## src/rtl/muldiv_pkg.sv

```systemverilog
// Shared constants, funct3 encodings and FSM state type for the RV32M multiply/divide sequencer.
package muldiv_pkg;

    localparam int unsigned XLEN  = 32;
    localparam int unsigned ITER  = XLEN;
    localparam int unsigned ACC_W = 2 * XLEN + 1;
    localparam int unsigned CNT_W = $clog2(ITER);

    localparam logic [2:0] F3_MUL    = 3'b000;
    localparam logic [2:0] F3_MULH   = 3'b001;
    localparam logic [2:0] F3_MULHSU = 3'b010;
    localparam logic [2:0] F3_MULHU  = 3'b011;
    localparam logic [2:0] F3_DIV    = 3'b100;
    localparam logic [2:0] F3_DIVU   = 3'b101;
    localparam logic [2:0] F3_REM    = 3'b110;
    localparam logic [2:0] F3_REMU   = 3'b111;

    localparam logic [XLEN-1:0] DIV0_QUOT = {XLEN{1'b1}};
    localparam logic [XLEN-1:0] OVF       = {1'b1, {(XLEN-1){1'b0}}};

    typedef enum logic [1:0] {
        S_IDLE = 2'd0,
        S_RUN  = 2'd1,
        S_FIX  = 2'd2,
        S_DONE = 2'd3
    } state_e;

endpackage

```

## src/rtl/muldiv_step.sv

```systemverilog
// One iteration of the magnitude datapath: shift-add multiply or restoring-divide shift-subtract.
module muldiv_step
    import muldiv_pkg::*;
(
    input  logic             is_div,
    input  logic [ACC_W-1:0] acc_i,
    input  logic [XLEN-1:0]  opb_i,
    output logic [ACC_W-1:0] acc_o
);

    logic [XLEN:0]    sum;
    logic [XLEN:0]    trial;
    logic [ACC_W-1:0] shifted;

    // Multiply: {hi,lo} with multiplier in lo; divide: {remainder,dividend} shifted left each step.
    always_comb begin
        acc_o   = acc_i;
        sum     = '0;
        trial   = '0;
        shifted = '0;
        if (!is_div) begin
            sum = acc_i[ACC_W-1:XLEN] + {1'b0, opb_i};
            if (acc_i[0]) begin
                acc_o = {1'b0, sum, acc_i[XLEN-1:1]};
            end else begin
                acc_o = {1'b0, acc_i[ACC_W-1:1]};
            end
        end else begin
            shifted = {acc_i[ACC_W-2:0], 1'b0};
            trial   = shifted[ACC_W-1:XLEN] - {1'b0, opb_i};
            if (!trial[XLEN]) begin
                acc_o = {trial, shifted[XLEN-1:1], 1'b1};
            end else begin
                acc_o = shifted;
            end
        end
    end

endmodule

```

## src/rtl/muldiv_sequencer.sv

```systemverilog
// RV32M multi-cycle multiply/divide sequencer with pipeline stall and one-cycle done pulse.
// Optional feature macro: MULDIV_ZERO_SKIP_EN (zero-operand early completion).
module muldiv_sequencer
    import muldiv_pkg::*;
(
    input  logic            clk,
    input  logic            rst_n,
    input  logic            start,
    input  logic [2:0]      funct3,
    input  logic [XLEN-1:0] rs1,
    input  logic [XLEN-1:0] rs2,
    input  logic            flush,
    output logic            stall,
    output logic            busy,
    output logic            done,
    output logic [XLEN-1:0] result
);

    state_e           state_q, state_d;
    logic [CNT_W-1:0] counter_q, counter_d;
    logic [2:0]       op_q, op_d;
    logic             neg_res_q, neg_res_d;
    logic             neg_rem_q, neg_rem_d;
    logic [ACC_W-1:0] acc_q, acc_d;
    logic [XLEN-1:0]  opb_q, opb_d;
    logic [XLEN-1:0]  result_q, result_d;

    logic             sign_a, sign_b;
    logic [XLEN-1:0]  abs_a, abs_b;
    logic             special;
    logic [XLEN-1:0]  special_val;
    logic [ACC_W-1:0] step_acc;
    logic [2*XLEN-1:0] prod;
    logic [XLEN-1:0]  quot, rem;
    logic [XLEN-1:0]  fix_result;

    muldiv_step u_step (
        .is_div (op_q[2]),
        .acc_i  (acc_q),
        .opb_i  (opb_q),
        .acc_o  (step_acc)
    );

    // Operand signs/magnitudes and early-completion results decoded from the incoming request.
    always_comb begin
        sign_a      = rs1[XLEN-1] && ((funct3 == F3_MULH) || (funct3 == F3_MULHSU) ||
                                      (funct3 == F3_DIV)  || (funct3 == F3_REM));
        sign_b      = rs2[XLEN-1] && ((funct3 == F3_MULH) || (funct3 == F3_DIV) ||
                                      (funct3 == F3_REM));
        abs_a       = sign_a ? (~rs1 + XLEN'(1)) : rs1;
        abs_b       = sign_b ? (~rs2 + XLEN'(1)) : rs2;
        special     = 1'b0;
        special_val = '0;
        if (funct3[2] && (rs2 == '0)) begin
            special     = 1'b1;
            special_val = funct3[1] ? rs1 : DIV0_QUOT;
        end else if (((funct3 == F3_DIV) || (funct3 == F3_REM)) && (rs1 == OVF) && (rs2 == '1)) begin
            special     = 1'b1;
            special_val = funct3[1] ? '0 : OVF;
        end
`ifdef MULDIV_ZERO_SKIP_EN
        else if ((!funct3[2] && ((rs1 == '0) || (rs2 == '0))) || (funct3[2] && (rs1 == '0))) begin
            special     = 1'b1;
            special_val = '0;
        end
`endif
    end

    // Sign correction and word selection applied in FIX.
    always_comb begin
        prod = acc_q[2*XLEN-1:0];
        if (neg_res_q) prod = ~prod + (2*XLEN)'(1);
        quot = acc_q[XLEN-1:0];
        if (neg_res_q) quot = ~quot + XLEN'(1);
        rem = acc_q[2*XLEN-1:XLEN];
        if (neg_rem_q) rem = ~rem + XLEN'(1);
        if (op_q[2]) begin
            fix_result = op_q[1] ? rem : quot;
        end else begin
            fix_result = (op_q == F3_MUL) ? prod[XLEN-1:0] : prod[2*XLEN-1:XLEN];
        end
    end

    // Next-state, datapath updates and stall.
    always_comb begin
        state_d   = state_q;
        counter_d = counter_q;
        op_d      = op_q;
        neg_res_d = neg_res_q;
        neg_rem_d = neg_rem_q;
        acc_d     = acc_q;
        opb_d     = opb_q;
        result_d  = result_q;
        stall     = 1'b0;
        case (state_q)
            S_IDLE: begin
                stall = start & ~flush;
                if (start && !flush) begin
                    op_d      = funct3;
                    neg_res_d = sign_a ^ sign_b;
                    neg_rem_d = sign_a;
                    counter_d = '0;
                    acc_d     = {{(XLEN+1){1'b0}}, (funct3[2] ? abs_a : abs_b)};
                    opb_d     = funct3[2] ? abs_b : abs_a;
                    if (special) begin
                        result_d = special_val;
                        state_d  = S_DONE;
                    end else begin
                        state_d  = S_RUN;
                    end
                end
            end
            S_RUN: begin
                stall = 1'b1;
                if (flush) begin
                    state_d = S_IDLE;
                end else begin
                    acc_d     = step_acc;
                    counter_d = counter_q + CNT_W'(1);
                    if (counter_q == CNT_W'(ITER - 1)) state_d = S_FIX;
                end
            end
            S_FIX: begin
                stall = 1'b1;
                if (flush) begin
                    state_d = S_IDLE;
                end else begin
                    result_d = fix_result;
                    state_d  = S_DONE;
                end
            end
            S_DONE: begin
                state_d = S_IDLE;
            end
            default: begin
                state_d = S_IDLE;
            end
        endcase
    end

    // State and datapath registers.
    always_ff @(posedge clk or negedge rst_n) begin
        if (!rst_n) begin
            state_q   <= S_IDLE;
            counter_q <= '0;
            op_q      <= '0;
            neg_res_q <= 1'b0;
            neg_rem_q <= 1'b0;
            acc_q     <= '0;
            opb_q     <= '0;
            result_q  <= '0;
        end else begin
            state_q   <= state_d;
            counter_q <= counter_d;
            op_q      <= op_d;
            neg_res_q <= neg_res_d;
            neg_rem_q <= neg_rem_d;
            acc_q     <= acc_d;
            opb_q     <= opb_d;
            result_q  <= result_d;
        end
    end

    assign busy   = (state_q != S_IDLE);
    assign done   = (state_q == S_DONE);
    assign result = result_q;

endmodule

```

## config.mk

```make
export PLATFORM = sky130hd
export DESIGN_NAME = muldiv_sequencer
export DESIGN_NICKNAME = d
export VERILOG_FILES = /design/src/rtl/muldiv_pkg.sv /design/src/rtl/muldiv_step.sv /design/src/rtl/muldiv_sequencer.sv
export SDC_FILE = /design/constraint.sdc
export NUM_CORES = 1
export LEC_CHECK = 0
export ABC_CLOCK_PERIOD_IN_PS = 5600
export CORE_MARGIN = 2
export CORE_UTILIZATION = 36
export DETAILED_ROUTE_END_ITERATION = 8
export HOLD_SLACK_MARGIN = 0.08
export PLACE_DENSITY_LB_ADDON = 0.25
export SLEW_MARGIN = 20
export SYNTH_ARGS = -nofsm -noshare
export SYNTH_HDL_FRONTEND = slang
export SYNTH_SLANG_ARGS = --single-unit
```

## constraint.sdc

```tcl
create_clock -name clk -period 5.6 [get_ports clk]
set_clock_uncertainty 0.2 [all_clocks]
set_input_delay 1.12 -clock clk [delete_from_list [all_inputs] [get_ports clk]]
set_output_delay 1.12 -clock clk [all_outputs]
set_load 0.1 [all_outputs]
```

Word level (Yosys, flattened, before mapping)
Cells that the tools add are included.
Widths: inputs -> output; s select.
{ "word_totals": {"input_bits": 71, "out_inout_bits": 35, "reg_bits": 141, "word_cells": 99} }
{ "classes": {"eq_ne": 15, "reduce_logical": 24, "bitwise_logic": 8, "n_addsub": 8, "n_mux": 36} }
{ "ops": {"columns": ["cell", "count"], "rows": [
  ["$mux 32", 16],
  ["$mux 65", 4],
  ["$pmux 65 s2", 1],
  ["$add 32x1->32 const B", 4],
  ["$mux 64", 2],
  ["$not 32->32", 4],
  ["$add 64x1->64 const B", 1],
  ["$eq 32x32->1 const B", 2],
  ["$not 64->64", 1],
  ["$pmux 32 s2", 1],
  ["$add 33x32->33", 1],
  ["$sub 33x32->33", 1],
  ["$logic_not 32->1", 1],
  ["$mux 2", 5],
  ["$mux 5", 2],
  ["$pmux 5 s2", 1],
  ["$ne 2x2->1 const B", 4],
  ["$pmux 2 s4", 1],
  ["$eq 3x3->1 const B", 2],
  ["$logic_and 1x1->1", 6],
  ["$logic_or 1x1->1", 6],
  ["$reduce_bool 2->1", 3],
  ["$add 5x1->5 const B", 1],
  ["$eq 5x5->1 const B", 1],
  ["other kinds (17)", 20]
]} }

Depth between registers and ports, before layout
Gate-level depths: netlist (run 1).
{ "depth": {"word_depth": 9, "depth_mapped": 22, "depth_no_buf": 21} }

Cells and area by module
A second synthesis (run 1) with hierarchy kept.
{ "hier_totals": {"hier_cells": 2070, "hier_area_um2": 15838.9} }
{ "by_module_without_submodules": {"columns": ["mod", "n_inst", "cells_per_inst", "area_per_inst_um2", "seq_area_each_um2"], "rows": [
  ["muldiv_sequencer", 1, 1389, 11091.9, 3528.4],
  ["muldiv_step", 1, 681, 4747.1, 0.0]
]} }

Worst setup path before layout (run 1)
No wires, ideal clock.
{ "synth_path": {"path_kind": "reg-to-output", "startpoint": "register state_q[0]", "endpoint": "output stall", "slack_ns": 0.841, "t_arrival_ns": 3.439, "required_time_ns": 4.280, "n_path_buf": 2, "path_stages_with_launch": 9, "path_cell_list": "dfrtp_1 inv_1 ha_1 inv_1 nor3b_1 clkbuf_1 clkbuf_1 nor2_1 nor2_1"} }
{ "synth_between": {"elab_chain_len": 3, "elab_cells_between_ends": 5, "classes_between": "eq/ne: 2; mux: 1; reduce/logical: 2"} }
{ "synth_lines": {"columns": ["element", "line", "source"], "rows": [
  ["start: declaration", "muldiv_sequencer.sv:19", "state_e state_q, state_d;"],
  ["start signal: assignment", "muldiv_sequencer.sv:153", "state_q <= state_d;"],
  ["$eq 2x2->1 or $eq 2x1->1 (tied branches)", "muldiv_sequencer.sv:95", "case (state_q)"],
  ["$reduce_or 2->1 (no source line)", null, null],
  ["$pmux 1 s2 *", "muldiv_sequencer.sv:95", null],
  ["end: declaration", "muldiv_sequencer.sv:13", "output logic stall,"]
]} }
Every way passes the cells marked *; elsewhere a longest branch is shown, timed or not.

Final worst setup path (run 1)
{ "layout_path": {"startpoint": "register acc_q[31]", "endpoint": "register acc_q[59]"} }
{ "layout_between": {"elab_chain_len": 5} }
{ "layout_lines": {"columns": ["element", "line", "source"], "rows": [
  ["start: declaration", "muldiv_sequencer.sv:24", "logic [ACC_W-1:0] acc_q, acc_d;"],
  ["start signal: assignment", "muldiv_sequencer.sv:149", "acc_q <= '0;"],
  ["start signal: assignment", "muldiv_sequencer.sv:158", "acc_q <= acc_d;"],
  ["$sub 33x32->33", "muldiv_step.sv:30", "trial = shifted[ACC_W-1:XLEN] - {1'b0, opb_i};"],
  ["$mux 65", "muldiv_step.sv:31", "if (!trial[XLEN]) begin"],
  ["$mux 65", "muldiv_step.sv:21", "if (!is_div) begin"],
  ["$mux 65", "muldiv_sequencer.sv:115", "if (flush) begin"],
  ["$pmux 65 s2", "muldiv_sequencer.sv:95", null]
]} }
Every way passes these cells. The select of a mux whose other input is x is not followed.
A chain may end at the register's enable or synchronous reset.

==> results of run 1 <==
==> registers in the layout, indices dropped and copies added, names as in the netlist <==
name	flops
op_q	3
neg_rem_q	1
counter_q	5
acc_q	65
neg_res_q	1
opb_q	32
state_q	2
result	32
==> logic make-up after synthesis <==
logic type,share of synthesized area [%]
fa+ha+maj,6.388
buf+inv,5.662
simple gates,19.76
compound gates,29.39
xor+xnor,10.84
mux,5.211
flops,22.75
==> final cells by class <==
class                   count  area, sq um  share of cell area [%]
inverters                  67        251.5                   1.428
diodes                      1        2.502                 0.01421
flip-flops and latches    141         3532                   20.06
clock buffers              20        446.7                   2.536
repair buffers            152         1415                   8.036
clock inverters            11        156.4                  0.8881
well taps                 546        683.2                   3.879
multi-input cells        1715        11120                   63.16
==> final timing paths <==
check	to	cells past startpoint	slack (ns)	startpoint
worst max-delay path	acc_q[59]$_DFFE_PN0P_	22	0.69	acc_q[31]$_DFFE_PN0P_
worst min-delay path	result[11]$_DFFE_PN0P_	2	0.28	result[11]$_DFFE_PN0P_
worst max register to register	acc_q[59]$_DFFE_PN0P_	22	0.69	acc_q[31]$_DFFE_PN0P_
worst min register to register	result[11]$_DFFE_PN0P_	2	0.28	result[11]$_DFFE_PN0P_
max in group asynchronous	acc_q[32]$_DFFE_PN0P_	2	3.46	rst_n
min in group asynchronous	result[21]$_DFFE_PN0P_	1	0.61	rst_n
==> metal layers <==
layer	up-vias	GRT usage [%]	wire length, um
met5	-	0	0
met4	0	13.79	3148
met3	120	4.836	5077
met2	795	42.04	27200
li1	7603	-	-
met1	7886	38.97	27800
==> synth_stat cells (all sizes together) (14+ instances only) <==
library cell,count,share of area [%]
clkbuf,126,3.0
nand2b,26,1.0
nand4,26,1.0
mux2,24,1.8
or3,23,0.96
nor4,14,0.60
o41ai,16,0.95
nor2,167,4.0
o31ai,43,2.2
mux2i,53,3.4
nand3,39,1.3
nand2,220,5.3
a31oi,20,0.81
a21oi,207,6.7
inv,67,1.6
buf,29,0.99
o211ai,40,2.0
nor3,24,0.77
a211oi,41,2.0
or4,21,1.1
ha,76,6.1
nor2b,27,1.1
o21ai,219,7.1
xnor2,105,5.9
a21o,40,1.9
xor2,87,4.9
dfrtp,141,23
==> through the flow <==
stage / util [%] / instances / setup slack (ns) / instance area [sq um]
CTS: 41.14 / 2652 / 0.8805 / 17600
finish: 41.16 / 2653 / 0.6933 / 17610
floorplan: - / 2078 / 0.8413 / 15510
global route: 41.15 / 2652 / 0.2813 / 17610
global placement: 39.73 / 2621 / 0.7246 / 17000
detailed placement: 39.73 / 2621 / 0.6331 / 17000
==> tightest hold or removal path, delay by kind of cell (launching register included) <==
family / cells / cell delay, ns
flops: 1 / 0.34
compound gates: 1 / 0.06
simple gates: 1 / 0.05
==> power groups by stage <==
stage / sequential [mW] / clock, mW / combinational [mW]
after floorplan: 2.32 / 0 / 5.58
after global placement: 2.12 / 0 / 7.93
after detailed placement: 2.13 / 0 / 8.03
after CTS: 2.11 / 1.24 / 8.06
after global routing: 2.17 / 1.28 / 8.91
final: 2.12 / 1.23 / 8.20
==> flow_metrics.py, run 1 <==
metrics = {
    "outcome": {
        "status": "finished, final reports clean",
    },
    "detailed_routing": {
        "routed_wl_um": 63230,
        "remaining_drc_errors": 0,
        "ant_nets": 0,
        "wl_per_cell_um": 23.83,
        "firstDrtPassIters": 5,
        "vias_per_cell": 6.183,
        "drt_iter0_drc": 1876,
        "vias": 16404,
    },
    "sta": {
        "rsz0062_at_grt": "false",
        "drv_slew": 0,
        "fin_crit_ns": 4.907,
        "slew_headroom_pct": 31.94,
        "setup_viol": 0,
        "hold_ws_ns": 0.2787,
        "fin_crit_sh_pct": 87.62,
        "worst_pin_slew_ns": 1.021,
        "max_freq_mhz": 203.8,
        "report.final.hold_viol_count": 0,
        "setup_tns_ns": 0,
    },
    "final_layout": {
        "fill_cells": 4402,
        "final_cell_mix": "nand2_1 (220), o21ai_0 (215), a21oi_1 (207)",
        "layout_commonest_cell": "nand2_1",
        "drive_gt1_share_pct": 6.315,
        "nets": 2243,
        "areaGrowthSynthToFinish_pct": 13.53,
    },
    "critical_path": {
        "critPathLaunchType": "flop",
        "path_buf_inv": 2,
        "slowest_stage": "o211ai_1",
        "slowest_delay_ns": 0.41,
        "crit_arrival_ns": 5.09,
        "end_kind": "flop",
        "worstPathRequired_ns": 5.78,
        "crit_family": "compound AO/OA/AOI/OAI gates",
        "crit_type": "flop to flop",
        "cp_max_fo": 4,
        "crit_chain": "inv_1 -> ha_1 -> fa_1 -> nand2b_1 -> a21oi_1 -> o211ai_1 -> nand2_1 -> and4b_1 -> a2111oi_0 -> buf_4 -> nor2b_1 -> o21ai_0 -> a21oi_1 -> ha_2 -> nand2b_1 -> o32ai_1 -> nor2_1 -> o21ai_0 -> a311oi_1 -> nand2_1 -> mux2i_1 -> a221o_1",
    },
    "power_and_ir_drop": {
        "p_sw_share_pct": 55.37,
        "net-switching-power_mw": 6.395,
        "power.density_nw_per_um2": 655.9,
        "pwr-share-seq_pct": 18.3,
        "internal_power_mw": 5.156,
        "total_power_mw": 11.55,
        "vdd_drop_max_mv": 0.5730,
        "clkPwrFrac_pct": 10.6,
        "combPwrFrac_pct": 71.0,
        "leakage_nw": 7.118,
    },
    "hold_path": {
        "min_path_type": "flop to flop",
    },
    "synth": {
        "asyncSetResetFlopFracSynth_pct": 100.0,
        "synth_edf_count": 0,
        "synth_cell_types": 82,
        "synth-seq-cells": 141,
        "syn_nets": 2227,
        "ys_seq_area_share_pct": 22.75,
        "synth.cell_area_sq_um": 15510,
        "synthFlopType": "dfrtp_1",
        "syn_inst": 2078,
        "syn_avg_cell_area_sq_um": 7.465,
        "ys_warn_count": 0,
    },
    "cts": {
        "cts_root_buffer": "clkbuf_16",
        "cts.clk_slew.worst_paths_ns": 0.07,
        "cts_buffers": 17,
        "clock-sinks": 141,
        "tritoncts": "done",
        "cts_setup_buffers": 0,
        "clockBufferDepth": 2,
        "cts.htree.levels": 4,
        "hold_buffers": 0,
        "clk_latency_ns": 0.45,
        "cts_resized": 0,
    },
    "grt": {
        "globalRouteOverflowTotal": 0,
        "grt_pass1_wl_um": 94960,
        "grtUsageTotal_pct": 28.09,
        "grt_pass1_vias": 15088,
        "grt_start_max_net_pins": 112,
        "antenna_found_initial": 1,
    },
    "die": {
        "io-pin-count": 106,
        "coreArea_sq_um": 42790,
        "die_area_sq_um": 44770,
        "core.rowCount": 76,
        "dieHeight_um": 211.6,
        "die_w_um": 211.6,
        "start_util_pct": 36.25,
    },
    "run": {
        "cap_violations": 0,
    },
    "placement": {
        "place.gp.congestion": 0.9601,
        "dp_hpwl_um": 48420,
        "portBuffers": 105,
    },
}
(Power assumes the default switching activity.)
==> run 2, diff against run 1 <==
--- a/config.mk
+++ b/config.mk
@@ -5,12 +5,13 @@
 export SDC_FILE = /design/constraint.sdc
 export NUM_CORES = 1
 export LEC_CHECK = 0
-export ABC_CLOCK_PERIOD_IN_PS = 5600
+export ABC_CLOCK_PERIOD_IN_PS = 6350
 export CORE_MARGIN = 2
 export CORE_UTILIZATION = 36
 export DETAILED_ROUTE_END_ITERATION = 8
 export HOLD_SLACK_MARGIN = 0.08
 export PLACE_DENSITY_LB_ADDON = 0.25
+export SETUP_SLACK_MARGIN = 0.4
 export SLEW_MARGIN = 20
 export SYNTH_ARGS = -nofsm -noshare
 export SYNTH_HDL_FRONTEND = slang
==> constraint.sdc (replaced) <==
create_clock -name clk -period 6.35 [get_ports clk]
set_clock_uncertainty 0.2 [all_clocks]
set_input_delay 1.27 -clock clk [delete_from_list [all_inputs] [get_ports clk]]
set_output_delay 1.27 -clock clk [all_outputs]
set_load 0.1 [all_outputs]
==> run 2 against run 1 <==
  * Combinational power decreased by 11%
  * Cell count decreased by 0.15%
  * First-iteration DRC count decreased by 6.1%
  * Non-clock buffer count decreased by 4
  * Clock power decreased by 4%
  * Hold slack improved by 0.0022 ns
  * Sequential cell count unchanged
  * Register-to-register slack improved by 0.59 ns
  * Global-route usage increased by 0.31 points
  * Largest cell class unchanged
  * Via count decreased by 0.79%
  * Critical path type unchanged
  * Sequential share of layout area about the same
==> flow_metrics.py, run 2 (synthesis gave the netlist of run 1 again) <==
metrics = {
    "critical_path": {
        "crit_arrival_ns": 5.22,
        "path_buf_inv": 2,
        "end_kind": "flop",
        "cp_common_cell": "a21oi_1",
        "slowest_stage": "dfrtp_1",
        "critPathLaunchType": "flop",
        "cp_max_fo": 28,
        "crit_family": "compound AO/OA/AOI/OAI gates",
        "slowest_delay_ns": 0.66,
        "crit_type": "flop to flop",
        "crit_chain": "ha_1 -> a21oi_1 -> o21ai_0 -> a31oi_1 -> nand2_1 -> and4b_1 -> a2111oi_0 -> nor2b_1 -> o21ai_0 -> a21oi_1 -> ha_2 -> buf_4 -> buf_4 -> mux2i_1 -> a21oi_1 -> a22o_1",
        "rrSetupSlack_ns": 1.29,
        "worstPathRequired_ns": 6.50,
    },
    "hold_path": {
        "min_path_type": "flop to flop",
    },
    "placement": {
        "dp_hpwl_um": 49080,
        "place.gp.congestion": 0.9766,
        "place_ws_ns": 1.030,
        "portBuffers": 105,
    },
    "final_layout": {
        "num_antenna_cells": 0,
        "layout_commonest_cell": "nand2_1",
        "final_cell_mix": "nand2_1 (220), o21ai_0 (215), a21oi_1 (207)",
        "largest_register_ff_count": 65,
        "drive_gt1_share_pct": 6.277,
        "areaGrowthSynthToFinish_pct": 13.57,
        "nets": 2239,
        "seq_area_sq_um": 3532,
        "top_register": "acc_q",
        "multi_input_area_sq_um": 11130,
        "fill_cells": 4388,
    },
    "sta": {
        "worst_pin_slew_ns": 1.003,
        "max_freq_mhz": 197.5,
        "fin_crit_ns": 5.063,
        "drv_slew": 0,
        "slew_headroom_pct": 32.92,
        "fin_crit_sh_pct": 79.73,
        "rsz0062_at_grt": "false",
        "setup_viol": 0,
        "report.final.hold_viol_count": 0,
        "setup_tns_ns": 0,
        "setup_ws_ns": 1.287,
    },
    "cts": {
        "clock-sinks": 141,
        "clockBufferDepth": 2,
        "hold_buffers": 0,
        "cts_buffers": 17,
        "cts.htree.levels": 4,
        "cts_root_buffer": "clkbuf_16",
        "clk_latency_ns": 0.46,
        "cts_resized": 0,
        "tritoncts": "done",
        "cts_setup_buffers": 0,
        "cts.clk_slew.worst_paths_ns": 0.07,
    },
    "die": {
        "core.rowCount": 76,
        "coreArea_sq_um": 42790,
        "die_w_um": 211.6,
        "die_area_sq_um": 44770,
        "start_util_pct": 36.25,
        "dieHeight_um": 211.6,
        "io-pin-count": 106,
    },
    "grt": {
        "globalRouteMet3Util_pct": 4.703,
        "met2_usage_pct": 45.16,
        "globalRouteOverflowTotal": 0,
        "grt-busiest-layer": "met2",
        "grt_pass1_vias": 15083,
        "grtUsageTotal_pct": 28.40,
        "antenna_found_initial": 4,
        "met1_usage_pct": 39.22,
        "grt_pass1_wl_um": 95360,
        "grt_start_max_net_pins": 112,
    },
    "detailed_routing": {
        "vias": 16275,
        "firstDrtPassIters": 5,
        "drt_iter0_drc": 1761,
        "vias_per_cell": 6.144,
        "ant_nets": 0,
        "routed_wl_um": 63870,
        "wl_per_cell_um": 24.11,
        "remaining_drc_errors": 0,
    },
    "power_and_ir_drop": {
        "power.density_nw_per_um2": 584.6,
        "vdd_drop_max_mv": 0.2556,
        "leakage_nw": 7.115,
    },
    "run": {
        "cap_violations": 0,
    },
    "outcome": {
        "status": "finished, final reports clean",
    },
}
==> run 2: cell types whose count changed in the layout (fill, tap and decap cells not counted), sizes merged <==
cell           delta
buf               -4
clkbuf            -4
inv               +4
bufinv            +1
clkdlybuf4s50     +1
clkinv            -1
diode             -1
==> run 2: cell type report <==
class                           instances  share of cell area [%]
Tap cell                              546                   3.878
Clock buffer                           17                   2.415
Timing Repair Buffer                  148                   7.791
Multi-Input combinational cell       1715                   63.15
Inverter                               67                   1.428
Clock inverter                         15                   1.286
Sequential cell                       141                   20.05
==> run 2: routing by layer <==
layer / vias to the layer above / wire length, um / share of wire, %
li1: 7593 / - / -
met1: 7848 / 28040 / 44
met2: 713 / 28910 / 45
met3: 113 / 4750 / 7.4
met4: 8 / 2105 / 3.3
met5: - / 59 / 0.092
==> run 2: stage by stage <==
| stage | area, sq um | hold WS [ns] | utilization, % | instances | power, mW |
|---|---|---|---|---|---|
| 2_1_floorplan | 15510 | 0.2605 | - | 2078 | 6.967 |
| 3_5_place_dp | 16960 | 0.2674 | 39.64 | 2617 | 8.968 |
| 4_1_cts | 17610 | 0.2840 | 41.16 | 2649 | 10.18 |
| 6_report | 17620 | 0.2809 | 41.17 | 2649 | 10.30 |
| 5_1_grt | 17620 | 0.3039 | 41.17 | 2649 | 10.99 |
| 3_3_place_gp | 16960 | 0.2631 | 39.63 | 2617 | 8.890 |
==> run 2: final timing paths <==
path	from	to	cells after the start
max in group asynchronous	rst_n	op_q[2]$_DFFE_PN0P_	2
max	acc_q[40]$_DFFE_PN0P_	acc_q[36]$_DFFE_PN0P_	16
max reg2reg	acc_q[40]$_DFFE_PN0P_	acc_q[36]$_DFFE_PN0P_	16
min	result[14]$_DFFE_PN0P_	result[14]$_DFFE_PN0P_	1
min in group asynchronous	rst_n	result[30]$_DFFE_PN0P_	1
min reg2reg	result[14]$_DFFE_PN0P_	result[14]$_DFFE_PN0P_	1
==> run 2: power breakdown <==
part | switching (mW) | internal [mW] | total, mW
clock network | 0.503 | 0.676 | 1.18
registers | 0.584 | 1.26 | 1.85
logic | 4.65 | 2.62 | 7.27
==> run 3, diff against run 2 <==
--- a/config.mk
+++ b/config.mk
@@ -5,7 +5,7 @@
 export SDC_FILE = /design/constraint.sdc
 export NUM_CORES = 1
 export LEC_CHECK = 0
-export ABC_CLOCK_PERIOD_IN_PS = 6350
+export ABC_CLOCK_PERIOD_IN_PS = 5200
 export CORE_MARGIN = 2
 export CORE_UTILIZATION = 36
 export DETAILED_ROUTE_END_ITERATION = 8
==> constraint.sdc (replaced) <==
create_clock -name clk -period 5.2 [get_ports clk]
set_clock_uncertainty 0.2 [all_clocks]
set_input_delay 1.04 -clock clk [delete_from_list [all_inputs] [get_ports clk]]
set_output_delay 1.04 -clock clk [all_outputs]
set_load 0.1 [all_outputs]
==> run 3 against run 2 <==
  * Fmax is 14% higher
  * Clock-buffer cell count is 1 higher
  * Highest routed layer unchanged
  * Combinational power is 25% higher
  * Routed wire length is 0.73% higher
  * Power is 23% higher
  * First-iteration DRC count is 0.80% higher
  * Critical endpoint is now acc_q[59]$_DFFE_PN0P_
  * Clock power is 11% higher
  * Worst setup slack worse by 0.53 ns
  * Critical path depth is 5 higher
  * Sequential cell count stayed put
==> flow_metrics.py, run 3 (synthesis gave the netlist of run 1 again) <==
metrics = {
    "detailed_routing": {
        "firstDrtPassIters": 6,
        "vias": 16363,
        "routed_wl_um": 64340,
        "remaining_drc_errors": 0,
        "vias_per_cell": 6.124,
        "wl_per_cell_um": 24.08,
        "wl_met1_um": 28620,
        "routed-wl-met3_um": 5236,
        "drt_iter0_drc": 1775,
        "routed-wl-met2_um": 27340,
        "ant_nets": 0,
        "top_layer_used": "met5",
    },
    "critical_path": {
        "cp_max_fo": 5,
        "end_kind": "flop",
        "crit_chain": "inv_1 -> ha_1 -> a21o_1 -> nand2b_1 -> o211ai_1 -> nand2_1 -> and4b_1 -> a2111oi_2 -> buf_4 -> nor2b_1 -> o21ai_0 -> a21oi_1 -> ha_2 -> nand2b_4 -> o32ai_1 -> nor2_1 -> o21ai_0 -> a311oi_2 -> nand2_1 -> mux2i_1 -> a221o_1",
        "crit_arrival_ns": 4.64,
        "rrSetupSlack_ns": 0.75,
        "worstPathRequired_ns": 5.40,
        "slowest_delay_ns": 0.40,
        "crit_family": "compound AO/OA/AOI/OAI gates",
        "critPathLaunchType": "flop",
        "crit_type": "flop to flop",
        "slowest_stage": "dfrtp_1",
        "path_buf_inv": 2,
    },
    "cts": {
        "cts.htree.levels": 4,
        "cts.clk_slew.worst_paths_ns": 0.06,
        "tritoncts": "done",
        "cts_root_buffer": "clkbuf_16",
        "clk_latency_ns": 0.47,
        "cts_setup_buffers": 0,
        "clock-sinks": 141,
        "cts_buffers": 17,
        "clockBufferDepth": 2,
    },
    "sta": {
        "fin_crit_sh_pct": 85.53,
        "slew_headroom_pct": 22.39,
        "fin_crit_ns": 4.448,
        "setup_tns_ns": 0,
        "report.final.hold_viol_count": 0,
        "max_freq_mhz": 224.8,
        "rsz0062_at_grt": "false",
        "worst_pin_slew_ns": 1.160,
        "setup_viol": 0,
        "drv_slew": 0,
    },
    "final_layout": {
        "num_antenna_cells": 0,
        "drive_gt1_share_pct": 7.573,
        "fill_cells": 4382,
        "top_register": "acc_q",
        "final_area_sq_um": 17800,
        "nets": 2262,
        "final_cell_mix": "nand2_1 (220), o21ai_0 (215), a21oi_1 (206)",
        "largest_register_ff_count": 65,
        "areaGrowthSynthToFinish_pct": 14.75,
        "layout_commonest_cell": "nand2_1",
    },
    "grt": {
        "grt_pass1_vias": 15253,
        "antenna_found_initial": 1,
        "grtUsageTotal_pct": 28.92,
        "globalRouteOverflowTotal": 0,
        "grt_pass1_wl_um": 97050,
        "grt_start_max_net_pins": 101,
    },
    "die": {
        "core.rowCount": 76,
        "die_area_sq_um": 44770,
        "coreArea_sq_um": 42790,
        "io-pin-count": 106,
        "die_w_um": 211.6,
        "dieHeight_um": 211.6,
        "start_util_pct": 36.25,
    },
    "placement": {
        "place.gp.congestion": 0.9457,
        "dpl-instance-area_sq_um": 17170,
        "portBuffers": 105,
        "dp_hpwl_um": 49340,
    },
    "outcome": {
        "status": "finished, final reports clean",
    },
    "run": {
        "cap_violations": 0,
    },
    "power_and_ir_drop": {
        "leakage_nw": 7.217,
        "power.density_nw_per_um2": 709.4,
        "vdd_drop_max_mv": 0.6511,
    },
    "hold_path": {
        "min_path_type": "flop to flop",
    },
}
## run 3: cell types whose count changed in the layout (fill, tap and decap cells not counted), sizes merged
| cell | change |
|---|---|
| buf | +24 |
| inv | -7 |
| clkinvlp | +4 |
| clkinv | +3 |
| bufinv | -1 |
| clkbuf | +1 |
| clkdlybuf4s50 | -1 |
## run 3: path summary, 6_finish.rpt
kind	from	endpoint	cells past startpoint
worst min-delay path	result[15]$_DFFE_PN0P_	result[15]$_DFFE_PN0P_	2
max in group asynchronous	rst_n	acc_q[0]$_DFFE_PN0P_	2
min in group asynchronous	rst_n	result[23]$_DFFE_PN0P_	1
worst max-delay path	opb_q[5]$_DFFE_PN0P_	acc_q[59]$_DFFE_PN0P_	21
worst min register to register	result[15]$_DFFE_PN0P_	result[15]$_DFFE_PN0P_	2
worst max register to register	opb_q[5]$_DFFE_PN0P_	acc_q[59]$_DFFE_PN0P_	21
## run 3: layout make-up
cell class	count	area (sq um)	share of cell area, %
inverter	67	251.5	1.413
clock buffer	18	429.2	2.411
tap	546	683.2	3.838
multi-input combinational	1715	11150	62.66
timing repair buffer	171	1580	8.878
sequential	141	3532	19.84
clock inverter	14	170.2	0.9559
## run 3: power by group
group          internal (mW)  total (mW)  switching, mW
registers               1.55        2.22          0.673
clock network          0.754        1.31          0.560
logic                   3.33        9.09           5.77
total                   5.63        12.6           7.00
## run 3: stage by stage
step                utilization, %  instances  total power [mW]  hold WS, ns  setup slack (ns)
floorplan                        -       2078             8.508       0.2605            0.5213
global placement             40.13       2640             10.99       0.2650            0.3980
detailed placement           40.13       2640             11.07       0.2688            0.3187
CTS                          41.53       2672             12.43       0.2839            0.5371
global route                 41.60       2672             13.49       0.3109            0.4478
finish                       41.60       2672             12.63       0.2808            0.7525
## run 3: worst reg2reg max path, cell delays in order (launching register included)
cell and delay [ns]:
dfrtp_1 0.40, inv_1 0.06, ha_1 0.35, a21o_1 0.21, nand2b_1 0.16, o211ai_1 0.31, nand2_1 0.19, and4b_1 0.23
a2111oi_2 0.33, buf_4 0.17, nor2b_1 0.04, o21ai_0 0.16, a21oi_1 0.10, ha_2 0.36, nand2b_4 0.14, o32ai_1 0.07
nor2_1 0.11, o21ai_0 0.11, a311oi_2 0.32, nand2_1 0.09, mux2i_1 0.15, a221o_1 0.12
## run 3: repair_timing
action / CTS / global route
hold buffers: 0 / 0
resized for setup: 0 / 7
endpoints found under the setup margin: 0 / 4
## run 3: layer usage
metal	vias up	global-route usage (%)
li1	7632	-
met1	7840	40.65
met2	768	42.98
met3	121	4.851
met4	2	13.72
met5	-	0
==> variant (config.mk and constraints of run 3) <==
`opb_q` and `result_q` no longer have a reset.
--- a/src/rtl/muldiv_sequencer.sv
+++ b/src/rtl/muldiv_sequencer.sv
@@ -147,8 +147,6 @@
             neg_res_q <= 1'b0;
             neg_rem_q <= 1'b0;
             acc_q     <= '0;
-            opb_q     <= '0;
-            result_q  <= '0;
         end else begin
             state_q   <= state_d;
             counter_q <= counter_d;
@@ -156,9 +154,12 @@
             neg_res_q <= neg_res_d;
             neg_rem_q <= neg_rem_d;
             acc_q     <= acc_d;
-            opb_q     <= opb_d;
-            result_q  <= result_d;
         end
+    end
+
+    always_ff @(posedge clk) begin
+        opb_q    <= opb_d;
+        result_q <= result_d;
     end
 
     assign busy   = (state_q != S_IDLE);
Function: changed (a bounded check fails within 4 cycles, from zero or initial values and one cycle with rst_n low).
==> variant against run 3 <==
  * Worst hold slack got worse by 0.0071 ns
  * Worst setup slack worse by 0.10 ns
  * Cell area increased by 0.13%
  * Die area grew 0.78%
  * Count of clock-buffer cells in the layout rose by 1
  * Cell count is 0.56% lower
  * Power shrank 15%
  * Synthesized area up 0.79%
  * Sequential cell count unchanged
  * Wire length about the same
  * Combinational power down 20%
  * Largest power group unchanged
  * Highest routed layer unchanged
==> variant: results (changes against run 3) <==
* Status: completed
* Pin count of the biggest net entering global routing at 57 (-44%)
* Cells after Synth at 2026 (-2.5%)
* Peak supply drop at 0.498 mV (-24%)
* Commonest cells post-synth: nand2_1 (201), a21oi_1 (187), o21ai_0 (187)
* Register area share after synthesis at 24.6% (+1.9 points)
* Mux cell area share after synthesis at 5.72% (+0.51 points)
* Post-DR vias/cell at 6.11 (-0.20%)
* GRT Total Usage at 28.4% (-0.53 points)
* DRT met1 WL at 27500 um (-4.0%)
* Place WS at 0.489 ns (+0.170 ns)
* Routed WL at 64400 um (about the same)
* Routed length on met2 at 28100 um (+2.8%)
* Cell Pwr Density at 604 nW/um^2 (-15%)
* Top post-synthesis cells by area: dfrtp_1 (12%), edfxtp_1 (12%), ha_1 (6.1%)
* Initial antenna violation count at 3 (+2)
* Iteration-0 DRC Markers at 1808 (+1.9%)
* Met3 Usage GRT at 4.70% (-0.15 points)
* Leakage power at 7.04 nW (-2.5%)
* Post-DP HPWL at 50000 um (+1.3%)
* CP max FO at 14 (+9)
* Met1 Use GR at 38.8% (-1.8 points)
* Total vias in the final route at 16200 (-0.76%)
* Share of Yosys cell area claimed by the top area cell type at 12.3% (-10 points)
* Routing usage on met2 at 43.5% (+0.50 points)
* Fraction of layout cells with a size suffix above 1 at 7.24% (-0.33 points)
* Slowest-stage cell, CP: or4_1
* Clk pwr at 1.26 mW (-4%)
* Pre-antenna DRT Iters at 7 (+1)
* Fillers at 4488 (+2.4%)
* Placed cell area at 17200 um^2 (+0.39%)
-- variant: path summary, 6_finish.rpt --
check / start / to / slack [ns] / cells past startpoint
min in group asynchronous: rst_n / op_q[0] / 0.39 / 1
min reg2reg: counter_q[4] / counter_q[4] / 0.27 / 2
min: counter_q[4] / counter_q[4] / 0.27 / 2
max: opb_q[6] / acc_q[62] / 0.65 / 18
max reg2reg: opb_q[6] / acc_q[62] / 0.65 / 18
max in group asynchronous: rst_n / acc_q[47] / 3.30 / 2
-- variant: logic make-up after synthesis --
group / count (synthesis)
flops: 141
fa+ha+maj: 78
compound gates: 634
simple gates: 676
mux: 87
buf+inv: 215
xor+xnor: 195
-- variant: layout make-up --
type                            instances  area, um^2  area share (%)
Multi-Input combinational cell       1670       10900            61.2
Sequential cell                       141        3850            21.6
Timing Repair Buffer                  164        1510            8.47
Tap cell                              585         732            4.11
Clock buffer                           19         433            2.43
Inverter                               64         240            1.35
Clock inverter                         13         143           0.800
Antenna cell                            1        2.50          0.0140
